[src/rtl/ctrl_pipe_pkg.sv]
// Shared definitions for the control-bundle pipeline: bundle field offsets,
// the codebase kill mask (drop REGWRITE) and the default bundle width.
package ctrl_pipe_pkg;

  localparam int CP_WIDTH = 12;

  // Bundle field offsets (ALUCTRL occupies the top six bits)
  localparam int MEMTOREG   = 0;
  localparam int MEMWRITE   = 1;
  localparam int REGWRITE   = 2;
  localparam int ALUSRC     = 3;
  localparam int REGDST     = 4;
  localparam int CP0WRITE   = 5;
  localparam int ALUCTRL    = 6;
  localparam int ALUCTRL_W  = 6;

  localparam logic [CP_WIDTH-1:0] CP_KILL_MASK = CP_WIDTH'(1) << REGWRITE;

endpackage

[src/rtl/ctrl_pipe_stage.sv]
// One pipeline register (bundle + valid) with reset > flush > hold > bubble > load
// priority; an invalid stage always carries a zero bundle.
module ctrl_pipe_stage #(
  parameter int WIDTH = 12
) (
  input  logic             clk,
  input  logic             rst,
  input  logic [WIDTH-1:0] i_src_bus,
  input  logic             i_src_valid,
  input  logic             i_flush,
  input  logic             i_hold,
  input  logic             i_bubble,
  input  logic [WIDTH-1:0] i_kill_mask_eff,
  output logic [WIDTH-1:0] o_bus,
  output logic             o_valid,
  output logic             o_valid_nxt
);

  logic [WIDTH-1:0] r_bus;
  logic             r_valid;
  logic [WIDTH-1:0] w_bus_nxt;
  logic             w_valid_nxt;

  always_comb begin
    w_bus_nxt   = r_bus;
    w_valid_nxt = r_valid;
    if (rst || i_flush) begin
      w_bus_nxt   = '0;
      w_valid_nxt = 1'b0;
    end else if (i_hold) begin
      w_bus_nxt   = r_bus;
      w_valid_nxt = r_valid;
    end else if (i_bubble) begin
      w_bus_nxt   = '0;
      w_valid_nxt = 1'b0;
    end else begin
      w_valid_nxt = i_src_valid;
      w_bus_nxt   = i_src_valid ? (i_src_bus & ~i_kill_mask_eff) : '0;
    end
  end

  always_ff @(posedge clk) begin
    if (rst) begin
      r_bus   <= '0;
      r_valid <= 1'b0;
    end else begin
      r_bus   <= w_bus_nxt;
      r_valid <= w_valid_nxt;
    end
  end

  assign o_bus       = r_bus;
  assign o_valid     = r_valid;
  assign o_valid_nxt = w_valid_nxt;

endmodule

[src/rtl/ctrl_pipe.sv]
// Carries decoded control bundles through STAGES registers with per-stage stall,
// flush, downstream stall propagation, bubble insertion, a kill mask and occupancy.
module ctrl_pipe
  import ctrl_pipe_pkg::*;
#(
  parameter int              WIDTH      = CP_WIDTH,
  parameter int              STAGES     = 3,
  parameter int              KILL_STAGE = 1,
  parameter logic [WIDTH-1:0] KILL_MASK = '0
) (
  input  logic                        clk,
  input  logic                        rst,
  input  logic                        in_valid,
  input  logic [WIDTH-1:0]            in_bus,
  input  logic [STAGES-1:0]           stall,
  input  logic [STAGES-1:0]           flush,
  input  logic                        kill,
  output logic [STAGES*WIDTH-1:0]     stage_bus,
  output logic [STAGES-1:0]           stage_valid,
  output logic [STAGES-1:0]           stall_eff,
  output logic [$clog2(STAGES+1)-1:0] occupancy
);

  localparam int OCC_W = $clog2(STAGES+1);

  logic [STAGES-1:0] w_stall_eff;
  logic [STAGES-1:0] w_valid_nxt;
  logic [OCC_W-1:0]  w_occ_nxt;
  logic [OCC_W-1:0]  r_occ;

  // A stall anywhere downstream freezes this stage and everything above it
  assign w_stall_eff[STAGES-1] = stall[STAGES-1];
  for (genvar g = 0; g < STAGES-1; g++) begin : g_chain
    assign w_stall_eff[g] = stall[g] | w_stall_eff[g+1];
  end

  for (genvar g = 0; g < STAGES; g++) begin : g_stage
    logic [WIDTH-1:0] w_src_bus;
    logic             w_src_valid;
    logic             w_bubble;
    logic [WIDTH-1:0] w_kill_mask_eff;

    if (g == 0) begin : g_src_dec
      assign w_src_bus   = in_bus;
      assign w_src_valid = in_valid;
      assign w_bubble    = 1'b0;
    end else begin : g_src_prev
      assign w_src_bus   = stage_bus[(g-1)*WIDTH +: WIDTH];
      assign w_src_valid = stage_valid[g-1];
      assign w_bubble    = w_stall_eff[g-1];
    end

    if (g == KILL_STAGE) begin : g_kill
      assign w_kill_mask_eff = KILL_MASK & {WIDTH{kill}};
    end else begin : g_nokill
      assign w_kill_mask_eff = '0;
    end

    ctrl_pipe_stage #(.WIDTH(WIDTH)) u_stage (
      .clk             (clk),
      .rst             (rst),
      .i_src_bus       (w_src_bus),
      .i_src_valid     (w_src_valid),
      .i_flush         (flush[g]),
      .i_hold          (w_stall_eff[g]),
      .i_bubble        (w_bubble),
      .i_kill_mask_eff (w_kill_mask_eff),
      .o_bus           (stage_bus[g*WIDTH +: WIDTH]),
      .o_valid         (stage_valid[g]),
      .o_valid_nxt     (w_valid_nxt[g])
    );
  end

  always_comb begin
    w_occ_nxt = '0;
    for (int i = 0; i < STAGES; i++) begin
      w_occ_nxt = w_occ_nxt + OCC_W'(w_valid_nxt[i]);
    end
  end

  always_ff @(posedge clk) begin
    if (rst) r_occ <= '0;
    else     r_occ <= w_occ_nxt;
  end

  assign stall_eff = w_stall_eff;
  assign occupancy = r_occ;

endmodule
[config.mk]
export PLATFORM = sky130hd
export DESIGN_NAME = ctrl_pipe
export DESIGN_NICKNAME = d
export VERILOG_FILES = /design/src/rtl/ctrl_pipe_pkg.sv /design/src/rtl/ctrl_pipe_stage.sv /design/src/rtl/ctrl_pipe.sv
export SDC_FILE = /design/constraint.sdc
export NUM_CORES = 1
export LEC_CHECK = 0
export CAP_MARGIN = 5
export CELL_PAD_IN_SITES_DETAIL_PLACEMENT = 0
export CELL_PAD_IN_SITES_GLOBAL_PLACEMENT = 1
export CORE_MARGIN = 2
export CORE_UTILIZATION = 25
export CTS_BUF_LIST = sky130_fd_sc_hd__clkbuf_4 sky130_fd_sc_hd__clkbuf_8
export CTS_CLUSTER_SIZE = 14
export DETAILED_ROUTE_END_ITERATION = 12
export PLACE_DENSITY = 0.81
export SLEW_MARGIN = 20
export SYNTH_ARGS = -nofsm -noshare
export SYNTH_HDL_FRONTEND = slang
export SYNTH_SLANG_ARGS = --single-unit
[constraint.sdc]
create_clock -name clk -period 1.7 [get_ports clk]
set_input_delay 0.255 -clock clk [delete_from_list [all_inputs] [get_ports clk]]
set_output_delay 0.255 -clock clk [all_outputs]
set_load 0.05 [all_outputs]
==> results.py, run 1 <==
metrics = {
    "grt": {
        "grt_antenna_before_repair": 0,
        "grt_max_degree": 15,
        "grt_overflow": 0,
        "grt_pass1_vias": 1215,
        "first_pass_grt_wire_length_um": 6210,
        "globalRouteTotalUtil_pct": 12.7,
    },
    "sta": {
        "grt_setup_unrepaired": "no",
        "period_minus_ws_final_ps": 1550,
        "slew_headroom_pct": 83.2,
        "count_of_final_max_slew_check_failures": 0,
        "timing_worst_slew_pin_value_ps": 251,
        "achievable-frequency_mhz": 645,
        "final.setup.worst_slack_ps": 151,
        "timing_hold_violations_final": 0,
        "clock-skew-final_ps": 5.31,
        "setup-tns-final_ps": 0,
        "setup-violations-final": 0,
        "post-route-period-util_pct": 91.1,
    },
    "route": {
        "route.vias.total": 1289,
        "drt_pre_antenna_iters": 4,
        "routed_wl_um": 3920,
        "drc_errors": 0,
        "drtIter0Drc": 45,
        "antenna_violating_nets_post_route": 0,
        "route.detailed.vias_per_inst": 4.52,
        "routed_wire_length_per_instance_um": 13.8,
    },
    "floorplan": {
        "die_y_um": 80.4,
        "fp-row-count": 27,
        "design.die.area_um2": 6460,
        "floorplan.core_area_um2": 5570,
        "ioPinCount": 66,
        "initial_cell_density_of_the_core_pct": 26.2,
        "die_w_um": 80.4,
    },
    "critical_path": {
        "endpoint_kind": "register",
        "worstReg2RegStart": "g_stage[1].u_stage.o_valid",
        "path_max_fanout": 4,
        "worst_setup_path_start_kind": "input pin",
        "worst_r2r_endpoint": "occupancy[0]",
        "signal_arrival_time_at_the_worst_endpoint_ps": 1740,
        "worst-r2r-setup-slack_ps": 310,
        "worst_ep_required_time_ps": 1890,
        "worst_r2r_path_depth": 4,
        "worstSetupPathType": "in2reg",
    },
    "pwr": {
        "power_leakage_nw": 0.937,
        "post-layout-total-power_w": 0.00177,
        "power.net_switching_w": 0.000408,
        "power.density_nw_per_um2": 786,
        "switching_share_pct": 23.0,
        "internal_power_w": 0.00137,
        "vdd.ir_drop.worst_uv": 256,
        "sequentialPowerShare_pct": 54.4,
        "clock_power_share_pct": 36.4,
        "combPwrFrac_pct": 9.3,
    },
    "min_path": {
        "holdPathEnd": "g_stage[0].u_stage.o_bus[10]",
        "hp-start": "g_stage[0].u_stage.o_bus[10]",
        "worstHoldPathCells": 2,
        "worstHoldPathType": "reg2reg",
    },
    "finish": {
        "area_delta_synth_final_pct": 54.7,
        "nFillCells": 580,
        "finalNonFillerCells": 285,
        "finish.instance_area_um2": 2260,
        "layout.cells.most_common_list": "59 x sky130_fd_sc_hd__buf_4, 41 x sky130_fd_sc_hd__dfxtp_1, 24 x sky130_fd_sc_hd__a22o_1, 17 x sky130_fd_sc_hd__clkdlybuf4s50_1",
        "n_antenna_cell": 0,
        "layout.nets": 236,
        "final_layout_size_suffix_gt1_share_pct": 35.2,
        "layout_commonest_cell": "sky130_fd_sc_hd__buf_4",
    },
    "cts": {
        "cts-root-buf": "sky130_fd_sc_hd__clkbuf_8",
        "clock_sinks": 41,
        "max-clock-path-buffers": 2,
        "htreeDepth": 2,
        "tritoncts.num_buffers": 5,
        "clock_insertion_delay_worst_skew_ps": 290,
        "clk_pin_slew_worst_paths_ps": 80,
        "holdBufCountCts": 0,
        "cts_tree": "yes",
    },
    "synth": {
        "synth_cells": 139,
        "synth_fp_nets": 162,
        "synthesis.area_um2": 1460,
        "yosysSeqAreaShare_pct": 56.3,
        "yosys_warnings": 0,
        "synth_cell_types": 22,
        "synthesis.area_per_instance_um2": 10.5,
        "synth-seq-cells": 41,
    },
    "placed_design": {
        "hpwl_um": 2960,
        "dp_cells": 277,
        "dpl-instance-area_um2": 2160,
        "place.gp.congestion": 0.809,
        "place_worst_setup_slack_ps": -399,
        "io_buffer_count": 64,
    },
    "status": {
        "outcome": "finished clean",
    },
    "flow_run": {
        "drv.max_cap_violation_count": 0,
    },
}
==> sequential cells by signal, indices dropped and copies added, names as in the netlist <==
| register | flops |
|---|---|
| g_stage.u_stage.o_bus | 36 |
| g_stage.u_stage.o_valid | 3 |
| occupancy | 2 |
==> cell usage after synthesis <==
cell type                  count  area share (%)
sky130_fd_sc_hd__dfxtp_1      41              56
sky130_fd_sc_hd__a22o_1       24              14
sky130_fd_sc_hd__a21oi_1      14             4.8
sky130_fd_sc_hd__nand2_1      14             3.6
sky130_fd_sc_hd__nand3_1      12             4.1
sky130_fd_sc_hd__buf_4         6             3.1
sky130_fd_sc_hd__clkbuf_1      6             1.5
sky130_fd_sc_hd__nor3_1        5             1.7
sky130_fd_sc_hd__a22oi_1       2             1.0
sky130_fd_sc_hd__buf_2         2            0.69
sky130_fd_sc_hd__nor2b_1       2            0.86
sky130_fd_sc_hd__buf_1         1            0.26
sky130_fd_sc_hd__buf_6         1            0.77
sky130_fd_sc_hd__fa_1          1             1.4
sky130_fd_sc_hd__inv_1         1            0.26
sky130_fd_sc_hd__inv_2         1            0.26
sky130_fd_sc_hd__nor2_1        1            0.26
sky130_fd_sc_hd__nor3_4        1             1.1
sky130_fd_sc_hd__nor3b_1       1            0.51
sky130_fd_sc_hd__nor4b_2       1             1.0
sky130_fd_sc_hd__nor4b_4       1             1.6
sky130_fd_sc_hd__or2_2         1            0.43
==> per-stage QoR <==
stage	util, %	hold WS (ps)
after global placement	38.7	462
after CTS	40.5	478
after global routing	40.5	500
final	40.5	473
after detailed placement	38.7	469
after floorplan	-	332
==> worst max-delay path, cell delays in order <==
cell	delay, ps
sky130_fd_sc_hd__dlygate4sd2_1	300
sky130_fd_sc_hd__nor2_1	200
sky130_fd_sc_hd__inv_1	80
sky130_fd_sc_hd__a22oi_1	240
sky130_fd_sc_hd__nor3_1	90
sky130_fd_sc_hd__fa_1	440
sky130_fd_sc_hd__nor2b_1	130
==> power groups by stage <==
stage / Combinational (W) / Clock [W] / Sequential [W]
6_report: 0.000164 / 0.000645 / 0.000965
5_1_grt: 0.000175 / 0.000705 / 0.000965
4_1_cts: 0.000165 / 0.000663 / 0.000965
3_5_place_dp: 0.000165 / 0 / 0.000988
3_3_place_gp: 0.000164 / 0 / 0.000988
2_1_floorplan: 0.0000564 / 0 / 0.000995
==> worst max-delay path by stage <==
| stage | from | to | slack [ps] | depth (start not counted) |
|---|---|---|---|---|
| detailed placement | stall[2] | occupancy[0] | -400 | 8 |
| floorplan | flush[0] | occupancy[0] | 20 | 6 |
| finish | stall[2] | occupancy[0] | 150 | 7 |
| CTS | stall[1] | stall_eff[0] | 150 | 6 |
| global placement | stall[2] | occupancy[0] | -350 | 8 |
| global route | stall[2] | occupancy[0] | 0.09 | 7 |
==> what timing repair did <==
| action | 4_1_cts | 5_1_grt |
|---|---|---|
| setup endpoints to repair | 15 | 0 |
| setup buffers | 1 | 0 |
| gates resized for setup | 4 | 0 |
==> layer usage <==
metal	routed length [um]	vias up	GRT usage (%)	share of wire, %
met4	73	0	5.93	1.9
li1	-	643	-	-
met1	1760	599	15.9	45
met3	222	7	4.04	5.7
met2	1860	40	19.9	48
met5	0	-	0	0
==> logic make-up (layout without fill, tap and decap cells) <==
group                    after synthesis  count (layout)  share of synthesized area, %
buffers and inverters                 18              92                          6.86
flip-flops                            41              41                          56.3
AND/OR/NAND/NOR                       39              39                          15.3
AO/OA/AOI/OAI                         40              40                          20.2
adder cells (fa/ha/maj)                1               1                          1.37
==> layout make-up <==
| cell class | count | area, um^2 | share of cell area, % |
|---|---|---|---|
| flip-flops and latches | 41 | 821 | 36.4 |
| repair buffers | 83 | 711 | 31.5 |
| multi-input cells | 80 | 538 | 23.8 |
| well taps | 72 | 90.1 | 3.99 |
| clock buffers | 6 | 82.6 | 3.66 |
| clock inverters | 1 | 7.51 | 0.333 |
| inverters | 2 | 7.51 | 0.333 |
No activity file was read; power rests on OpenSTA's default activity.
==> run 2, diff against run 1 <==
- CAP_MARGIN: 5 -> 40
==> results of run 2 <==
The final DEF is identical to that of run 1; final timing and power are the same.
==> run 3, diff against run 2 <==
- ABC_AREA: not set -> 1
==> results.py, run 3 <==
metrics = {
    "status": {
        "outcome": "finished clean",
    },
    "synth": {
        "synth_fp_nets": 268,
        "synth_area_leader_cell": "sky130_fd_sc_hd__dfxtp_1",
        "synth_cells": 245,
        "yosysSeqAreaShare_pct": 46.1,
        "synth-seq-cells": 41,
        "yosys.area.top_type_share_pct": 46.1,
        "synthesis.area_per_instance_um2": 7.27,
        "synthTopCellsByCount": "65 x sky130_fd_sc_hd__nand2_1, 42 x sky130_fd_sc_hd__a21oi_1, 41 x sky130_fd_sc_hd__dfxtp_1, 38 x sky130_fd_sc_hd__nand3_1, 27 x sky130_fd_sc_hd__inv_1",
        "ys_async_sr_fraction_pct": 0,
        "yosys.cell_count.top_type": "sky130_fd_sc_hd__nand2_1",
        "yosys_most_used_dff": "sky130_fd_sc_hd__dfxtp_1",
        "synth_cell_types": 16,
        "synth-edff-count": 0,
        "synthesis.area_um2": 1780,
        "synthTopCellsByArea": "sky130_fd_sc_hd__dfxtp_1 46%, sky130_fd_sc_hd__nand2_1 14%, sky130_fd_sc_hd__a21oi_1 12%",
        "yosys_warnings": 0,
    },
    "finish": {
        "final_layout_size_suffix_gt1_share_pct": 23.5,
        "nFillCells": 744,
        "layout_commonest_cell": "sky130_fd_sc_hd__nand2_1",
        "layout.nets": 333,
        "layout.cells.most_common_list": "65 x sky130_fd_sc_hd__nand2_1, 59 x sky130_fd_sc_hd__buf_4, 42 x sky130_fd_sc_hd__a21oi_1, 41 x sky130_fd_sc_hd__dfxtp_1, 38 x sky130_fd_sc_hd__nand3_1",
        "largest_register_ff_count": 36,
        "area_delta_synth_final_pct": 42.5,
        "finish.instance_area_um2": 2540,
        "n_antenna_cell": 0,
    },
    "grt": {
        "grt_pass1_vias": 1620,
        "grt_max_degree": 25,
        "first_pass_grt_wire_length_um": 7480,
        "grt_overflow": 0,
        "globalRouteTotalUtil_pct": 12.3,
        "grt_antenna_before_repair": 0,
    },
    "floorplan": {
        "initial_cell_density_of_the_core_pct": 26.1,
        "floorplan.core_area_um2": 6830,
        "die_w_um": 88.4,
        "fp-row-count": 30,
        "design.die.area_um2": 7810,
        "die_y_um": 88.4,
        "ioPinCount": 66,
    },
    "route": {
        "drtIter0Drc": 81,
        "drc_errors": 0,
        "antenna_violating_nets_post_route": 0,
        "drt_pre_antenna_iters": 4,
        "route.vias.total": 1652,
        "routed_wl_um": 4480,
        "routed_wire_length_per_instance_um": 11.0,
        "route.detailed.vias_per_inst": 4.06,
    },
    "pwr": {
        "vdd.ir_drop.worst_uv": 233,
        "power_leakage_nw": 1.12,
        "power.density_nw_per_um2": 701,
    },
    "critical_path": {
        "cpMaxStageDelayCell": "sky130_fd_sc_hd__clkdlybuf4s50_1",
        "worstSetupPathType": "in2out",
        "signal_arrival_time_at_the_worst_endpoint_ps": 1380,
        "worst_setup_path_start_kind": "input pin",
        "endpoint_kind": "output port",
        "path_max_fanout": 13,
        "path_common_cell": "sky130_fd_sc_hd__buf_4",
        "critical_path.cell_chain": "clkdlybuf4s50_1, nor2_4, nand2_1, buf_4, buf_4",
        "max_stage_delay_ps": 460,
        "timing.critical_path.buf_inv": 3,
        "worst_ep_required_time_ps": 1440,
        "cp_top_family": "buffers and inverters",
    },
    "cts": {
        "clock_insertion_delay_worst_skew_ps": 290,
        "cts-root-buf": "sky130_fd_sc_hd__clkbuf_8",
        "clk_pin_slew_worst_paths_ps": 80,
        "tritoncts.num_buffers": 5,
        "cts_tree": "yes",
        "clock_sinks": 41,
        "max-clock-path-buffers": 2,
        "htreeDepth": 2,
        "post_cts.resized_instances": 0,
    },
    "sta": {
        "achievable-frequency_mhz": 610,
        "count_of_final_max_slew_check_failures": 0,
        "grt_setup_unrepaired": "no",
        "post-route-period-util_pct": 96.4,
        "period_minus_ws_final_ps": 1640,
        "setup-violations-final": 0,
        "timing_worst_slew_pin_value_ps": 300,
        "setup-tns-final_ps": 0,
        "timing_hold_violations_final": 0,
        "clock-skew-final_ps": 5.93,
        "slew_headroom_pct": 80.0,
    },
    "flow_run": {
        "drv.max_cap_violation_count": 0,
    },
    "placed_design": {
        "dpl-instance-area_um2": 2440,
        "io_buffer_count": 64,
        "hpwl_um": 3440,
        "place.gp.congestion": 0.788,
    },
    "min_path": {
        "worstHoldPathType": "reg2reg",
    },
}
[run 3: cell type report]
class	instances	area, um^2	share of cell area [%]
Inverter	28	105	4.14
Clock inverter	2	10.0	0.394
Clock buffer	6	76.3	3.01
Multi-Input combinational cell	152	702	27.7
Timing Repair Buffer	82	703	27.7
Sequential cell	41	821	32.3
Tap cell	96	120	4.73
[run 3: final timing paths]
check | slack, ps | from | endpoint | cells after the start
min | 450 | g_stage[2].u_stage.o_bus[0] | g_stage[2].u_stage.o_bus[0] | 2
min reg2reg | 450 | g_stage[2].u_stage.o_bus[0] | g_stage[2].u_stage.o_bus[0] | 2
max | 60 | stall[2] | stall_eff[0] | 5
max reg2reg | 260 | g_stage[1].u_stage.o_valid | occupancy[0] | 5
[run 3: through the flow]
stage	utilization (%)	power, W	hold slack, ps	worst slack [ps]	instances
after global routing	37.1	0.00186	488	5.72	407
final	37.1	0.00178	455	60.9	407
after CTS	37.0	0.00180	459	16.0	406
after detailed placement	35.8	0.00118	449	-229	398
after floorplan	-	0.00109	326	117	245
after global placement	35.8	0.00118	447	-205	398
[run 3: worst register-to-register path: cells and delay by family, from the launching register on]
| kind | cells | cell delay, ps |
|---|---|---|
| AO/OA/AOI/OAI | 1 | 210 |
| adder cells (fa/ha/maj) | 1 | 440 |
| buffers and inverters | 1 | 60 |
| flip-flops | 1 | 500 |
| AND/OR/NAND/NOR | 2 | 140 |
[run 3: timing repair]
item | in CTS | in global routing
setup buffers | 0 | 1
setup endpoints to repair | 0 | 3
hold buffers | 0 | 0
[run 3: kinds of logic (layout without fill, tap and decap cells)]
family | Yosys count | count (layout) | share of synthesized area (%)
fa+ha+maj | 1 | 1 | 1.12
buf+inv | 52 | 118 | 14.5
flops | 41 | 41 | 46.1
simple gates | 109 | 109 | 26.5
compound gates | 42 | 42 | 11.8
[run 3: where the power goes]
part	switching, W	internal, W	total [W]	leakage (nW)
registers	0.00000227	0.000962	0.000965	0.330
logic	0.000103	0.0000874	0.000190	0.741
clock network	0.000325	0.000300	0.000625	0.0484
[run 3: per-layer routing]
metal  global-route usage [%]  part of all wire, %
met1                     15.8                   46
met2                     19.0                   46
met3                     3.92                  7.8
met4                     5.23                 0.87
met5                        0                    0
